File: src/rtl/dmgplus_pkg.sv
// Constants and types shared between the spicart responder and the spicart_host initiator.
package dmgplus_pkg;

  localparam logic [7:0] SPICART_CMD_RD = 8'h01;
  localparam logic [7:0] SPICART_CMD_WR = 8'h02;
  localparam logic [7:0] SPICART_DUMMY  = 8'h00;

  typedef enum logic [2:0] {
    HOST_IDLE  = 3'd0,
    HOST_SETUP = 3'd1,
    HOST_SHIFT = 3'd2,
    HOST_HOLD  = 3'd3,
    HOST_GAP   = 3'd4
  } spicart_host_state_e;

  // Left-aligned 40-bit frame; a write only uses the top 32 bits.
  function automatic logic [39:0] spicart_frame(input logic we, input logic [15:0] addr,
                                                input logic [7:0] wdata);
    return we ? {SPICART_CMD_WR, addr, wdata, SPICART_DUMMY}
              : {SPICART_CMD_RD, addr, SPICART_DUMMY, SPICART_DUMMY};
  endfunction

endpackage

File: src/rtl/spi_sck_gen.sv
// SCK phase counter: CLK_DIV cycles per phase, starting in the high phase when enabled.
module spi_sck_gen #(
  parameter int CLK_DIV = 4
) (
  input  logic clk_8m,
  input  logic nrst,
  input  logic en,
  output logic rise,
  output logic fall
);

  localparam logic [7:0] DIV_LAST = 8'(CLK_DIV - 1);

  logic [7:0] cnt_reg;
  logic       high_reg;

  always_ff @(posedge clk_8m or negedge nrst) begin
    if (!nrst) begin
      cnt_reg  <= '0;
      high_reg <= 1'b1;
    end else if (!en) begin
      cnt_reg  <= '0;
      high_reg <= 1'b1;
    end else if (cnt_reg == DIV_LAST) begin
      cnt_reg  <= '0;
      high_reg <= ~high_reg;
    end else begin
      cnt_reg <= cnt_reg + 8'd1;
    end
  end

  // Strobes mark the last cycle of a phase; the SCK register flips on the next edge.
  assign rise = en && (cnt_reg == DIV_LAST) && !high_reg;
  assign fall = en && (cnt_reg == DIV_LAST) && high_reg;

endmodule

File: src/rtl/spicart_host.sv
// SPI mode-0 initiator issuing one spicart cart read or write frame per request.
module spicart_host
  import dmgplus_pkg::*;
#(
  parameter int CLK_DIV = 4
) (
  input  logic        clk_8m,
  input  logic        nrst,
  input  logic        req,
  input  logic        we,
  input  logic [15:0] addr,
  input  logic [7:0]  wdata,
  output logic        busy,
  output logic        done,
  output logic [7:0]  rdata,
  output logic        spi_sck,
  output logic        spi_mosi,
  input  logic        spi_miso,
  output logic        spi_cs
);

  localparam logic [7:0] DIV_LAST = 8'(CLK_DIV - 1);

  spicart_host_state_e state_reg;
  logic [7:0]          wait_cnt_reg;
  logic [5:0]          bit_cnt_reg;
  logic [5:0]          last_bit_reg;
  logic [39:0]         shift_reg;
  logic                we_reg;
  logic                busy_reg;
  logic                done_reg;
  logic [7:0]          rdata_reg;
  logic                sck_reg;
  logic                cs_reg;
  logic                sck_rise;
  logic                sck_fall;
  logic                wait_last;

  assign wait_last = (wait_cnt_reg == DIV_LAST);

  spi_sck_gen #(
    .CLK_DIV(CLK_DIV)
  ) u_sck_gen (
    .clk_8m(clk_8m),
    .nrst  (nrst),
    .en    (state_reg == HOST_SHIFT),
    .rise  (sck_rise),
    .fall  (sck_fall)
  );

  always_ff @(posedge clk_8m or negedge nrst) begin
    if (!nrst) begin
      state_reg    <= HOST_IDLE;
      wait_cnt_reg <= '0;
      bit_cnt_reg  <= '0;
      last_bit_reg <= '0;
      shift_reg    <= '0;
      we_reg       <= 1'b0;
      busy_reg     <= 1'b0;
      done_reg     <= 1'b0;
      rdata_reg    <= 8'h00;
      sck_reg      <= 1'b0;
      cs_reg       <= 1'b1;
    end else begin
      done_reg <= 1'b0;
      case (state_reg)
        HOST_IDLE: begin
          wait_cnt_reg <= '0;
          if (req) begin
            we_reg       <= we;
            shift_reg    <= spicart_frame(we, addr, wdata);
            last_bit_reg <= we ? 6'd31 : 6'd39;
            bit_cnt_reg  <= '0;
            busy_reg     <= 1'b1;
            cs_reg       <= 1'b0;
            state_reg    <= HOST_SETUP;
          end
        end
        HOST_SETUP: begin
          if (wait_last) begin
            wait_cnt_reg <= '0;
            sck_reg      <= 1'b1;
            state_reg    <= HOST_SHIFT;
          end else begin
            wait_cnt_reg <= wait_cnt_reg + 8'd1;
          end
        end
        HOST_SHIFT: begin
          if (sck_rise) sck_reg <= 1'b1;
          // MISO is captured in the last high cycle, MOSI advances as SCK falls.
          if (sck_fall) begin
            sck_reg   <= 1'b0;
            shift_reg <= {shift_reg[38:0], spi_miso};
            if (bit_cnt_reg == last_bit_reg) state_reg <= HOST_HOLD;
            else bit_cnt_reg <= bit_cnt_reg + 6'd1;
          end
        end
        HOST_HOLD: begin
          if (wait_last) begin
            wait_cnt_reg <= '0;
            cs_reg       <= 1'b1;
            done_reg     <= 1'b1;
            if (!we_reg) rdata_reg <= shift_reg[7:0];
            state_reg    <= HOST_GAP;
          end else begin
            wait_cnt_reg <= wait_cnt_reg + 8'd1;
          end
        end
        HOST_GAP: begin
          if (wait_last) begin
            wait_cnt_reg <= '0;
            busy_reg     <= 1'b0;
            state_reg    <= HOST_IDLE;
          end else begin
            wait_cnt_reg <= wait_cnt_reg + 8'd1;
          end
        end
        default: state_reg <= HOST_IDLE;
      endcase
    end
  end

  assign busy     = busy_reg;
  assign done     = done_reg;
  assign rdata    = rdata_reg;
  assign spi_sck  = sck_reg;
  assign spi_cs   = cs_reg;
  assign spi_mosi = shift_reg[39] & ~cs_reg;

endmodule

File: config.mk
export PLATFORM = sky130hd
export DESIGN_NAME = spicart_host
export DESIGN_NICKNAME = d
export VERILOG_FILES = /design/src/rtl/dmgplus_pkg.sv /design/src/rtl/spi_sck_gen.sv /design/src/rtl/spicart_host.sv
export SDC_FILE = /design/constraint.sdc
export NUM_CORES = 1
export LEC_CHECK = 0
export ABC_AREA = 1
export BUFFER_PORTS_ARGS = -buffer_cell sky130_fd_sc_hd__buf_2
export CAP_MARGIN = 10
export CORE_MARGIN = 4
export CORE_UTILIZATION = 40
export DETAILED_ROUTE_END_ITERATION = 10
export GPL_TIMING_DRIVEN = 0
export REMOVE_ABC_BUFFERS = 1
export SYNTH_ARGS = -nofsm -noshare
export SYNTH_HDL_FRONTEND = slang
export SYNTH_SLANG_ARGS = --single-unit
File: constraint.sdc
create_clock -name clk_8m -period 1.7 [get_ports clk_8m]
set_input_delay 0.17 -clock clk_8m [delete_from_list [all_inputs] [get_ports clk_8m]]
set_output_delay 0.17 -clock clk_8m [all_outputs]
set_load 0.02 [all_outputs]
==> impl_metrics.csv <==
group,metric,value,unit
timing,finalMaxSlewViolations,0,
floorplan,dieArea,11500,µm²
timing,hold_ws,0.0479,ns
timing,tightest_slew,0.437,ns
yosys,syn_area,3930,µm²
critical_path,end_kind,"register",
place,hpwl,5.09,mm
power,powerDensity,1610,nW/µm²
power,seqPwrFrac,33.8,%
global_routing,grt-ovfl-total,0,
min_path,holdPathStages,3,
place,finalWeightedCongestion,0.768,
critical_path,reg2reg_depth,7,
timing,setup_viol,0,
place,dp.cells,637,
power,ir_drop,686,µV
cts,clockBufferDepth,2,
critical_path,timing.rr.end,"bit_cnt_reg[5]",
global_routing,grt_antenna_before_repair,0,
timing,max_freq,619,MHz
critical_path,critPathMaxStageDelay,0.46,ns
min_path,hold_path.class,"in -> reg",
yosys,yosys.area.top_type_share,50.3,%
yosys,synth_cell_types,34,
cts,cts_tree,"yes",
power,p_leak,2.34,nW
timing,timing.final.ws_setup,0.0837,ns
timing,rsz0062_at_grt,"true",
yosys,synth.area.top_cells,"dfrtp_1 50%, nand2_1 13%, o21ai_0 6.4%",
routing,ant_nets,0,
yosys,synthCells,482,
floorplan,core_area,9420,µm²
place,portBuffers,41,
place,dpl_worst_slack,-1.28,ns
critical_path,crit_slowest_cell,"dfrtp_2",
layout,synthToLayoutAreaGrowth,21.8,%
floorplan,initial_core_util,41.7,%
yosys,synthXorXnorAreaFrac,1.34,%
timing,worst_slew_margin_rel,70.9,%
cts,cts.sinks,81,
yosys,synth_mux_area_share,0,%
layout,layout_commonest_cell,"nand2_1",
layout,diodes,0,
routing,route.vias.total,3188,
layout,final_cell_mix,"129 x nand2_1, 77 x dfrtp_1, 64 x inv_1",
place,dpl-instance-area,4210,µm²
timing,period_needed,1.62,ns
cts,clockRootBuffer,"clkbuf_8",
yosys,synth_seq_cells,81,
global_routing,grt_pass1_vias,3077,
floorplan,die_width,107,µm
min_path,hp-start,"spi_miso",
power,clkPwrFrac,19.7,%
yosys,synth-simple-area-share,21.8,%
critical_path,timing.rr.start,"state_reg[2]",
floorplan,die-height,107,µm
layout,post-route-cell-area,4790,µm²
yosys,ys_seq_area_share,51.6,%
yosys,synth_top_family_by_area,"simple AND/OR/NAND/NOR gates",
cts,clk_latency,0.35,ns
critical_path,worstPathMaxFanout,12,
job,cap_violations,0,
cts,path_clk_slew,0.08,ns
yosys,synth_top_area_cell,"dfrtp_1",
yosys,avgSynthCellArea,8.15,µm²
routing,firstDrtPassIters,4,
cts,cts_buffers,9,
layout,fin_nets,571,
routing,wl_per_cell,12.5,µm
layout,stdcell_count,673,
timing,fin_skew,0.0146,ns
critical_path,worstPathArrival,1.85,ns
outcome,status,"finished clean",
yosys,yosys.area_share.adder,0.955,%
power,power_frac_comb,46.5,%
global_routing,grt_usage,15.4,%
routing,drc_errors,0,
routing,drtIter0Drc,159,
timing,hold_viol,0,
global_routing,grt_pass1_wl,14.3,mm
layout,fin_util,50.8,%
yosys,yosys_warnings,0,
power,swShare,42.0,%
critical_path,path_cells,"nor2_4 -> nand2_8 -> buf_4 -> nor2_2 -> nor2_4 -> nand2_1 -> nand2_1",
timing,fin_crit_sh,95.1,%
floorplan,ios,42,
routing,avgViaCountPerCell,4.74,
global_routing,grt_max_degree,52,
floorplan,row_count,35,
layout,largest_reg_flops,40,
routing,wirelength,8.39,mm
layout,drive_above_1_share,22.4,%
min_path,holdPathEnd,"shift_reg[0]",
cts,cts_max_level,3,
power,switchingPower,3.25,mW
power,internal-power,4.48,mW
critical_path,critPathKind,"reg -> reg",
yosys,synth_compound_area_share,14.5,%
critical_path,cp_data_required_time,1.93,ns
critical_path,crit_path_start_kind,"register",
critical_path,rrSetupSlack,0.08,ns
cell usage after synthesis, drive strengths merged:
cell / instances
nand4: 1
a21oi: 11
or2: 1
nand2: 136
xnor2: 2
dfstp: 2
inv: 69
ha: 3
nor2: 41
nor3b: 1
dfrtp: 79
o21ai: 84
nand3b: 1
xor2: 4
nand3: 24
nor4: 1
clkbuf: 4
o31ai: 1
nor3: 1
o22ai: 3
o21bai: 1
buf: 12
worst max path at each step:
stage	slack, ns	startpoint	cells past startpoint	end
finish	0.08	state_reg[2]	7	bit_cnt_reg[5]
global route	-0.04	wait_cnt_reg[1]	9	state_reg[1]
CTS	0.003	wait_cnt_reg[0]	9	rdata[0]
detailed placement	-1.28	state_reg[2]	9	shift_reg[13]
global placement	-1.27	state_reg[2]	9	shift_reg[16]
floorplan	-0.60	state_reg[2]	9	shift_reg[14]
worst max-delay path: cells and delay by family (launching register included):
family        cells  cell delay, ns
flops             1            0.46
simple gates      6            0.85
buf+inv           1            0.19
kinds of logic (layout without fill, tap and decap cells):
kind of cell,count (synthesis),after routing
XOR/XNOR,6,6
AND/OR/NAND/NOR,207,210
adder cells (fa/ha/maj),3,3
buffers and inverters,85,144
flip-flops,81,81
AO/OA/AOI/OAI,100,100
repair_timing:
action,in CTS,in global routing
cloned,4,1
hold endpoints to repair,29,0
gates resized for setup,15,21
hold buffers,1,0
buffers inserted,7,7
endpoints found under the setup margin,59,64
pin swaps,3,8
power groups by stage:
| stage | sequential [mW] | combinational (mW) | clock (mW) |
|---|---|---|---|
| floorplan | 2.61 | 1.96 | 0 |
| detailed placement | 2.63 | 2.55 | 0 |
| global route | 2.66 | 4.02 | 1.66 |
| CTS | 2.61 | 3.16 | 1.58 |
| global placement | 2.62 | 2.50 | 0 |
| finish | 2.61 | 3.59 | 1.52 |
area by class of cell:
class | count | area (µm²)
multi-input cells | 319 | 1650
well taps | 129 | 161
repair inverters | 1 | 30.0
flip-flops and latches | 81 | 2030
inverters | 69 | 289
clock buffers | 12 | 165
fillers | 916 | 4630
clock inverters | 4 | 56.3
repair buffers | 58 | 400
routing by layer:
layer	up-vias	GRT usage [%]	share of wire (%)
met1	1490	20.6	48
met3	10	2.59	2.9
met4	0	6.12	1.4
li1	1641	-	-
met5	-	0	0
met2	47	24.8	48
through the flow:
| stage | power (mW) | TNS (ns) |
|---|---|---|
| 6_report | 7.73 | 0 |
| 5_1_grt | 8.34 | -0.0572 |
| 4_1_cts | 7.34 | 0 |
| 3_5_place_dp | 5.18 | -55.20 |
| 3_3_place_gp | 5.12 | -72.01 |
| 2_1_floorplan | 4.57 | -21.62 |
Note: power is estimated with default switching activity, not from simulation.
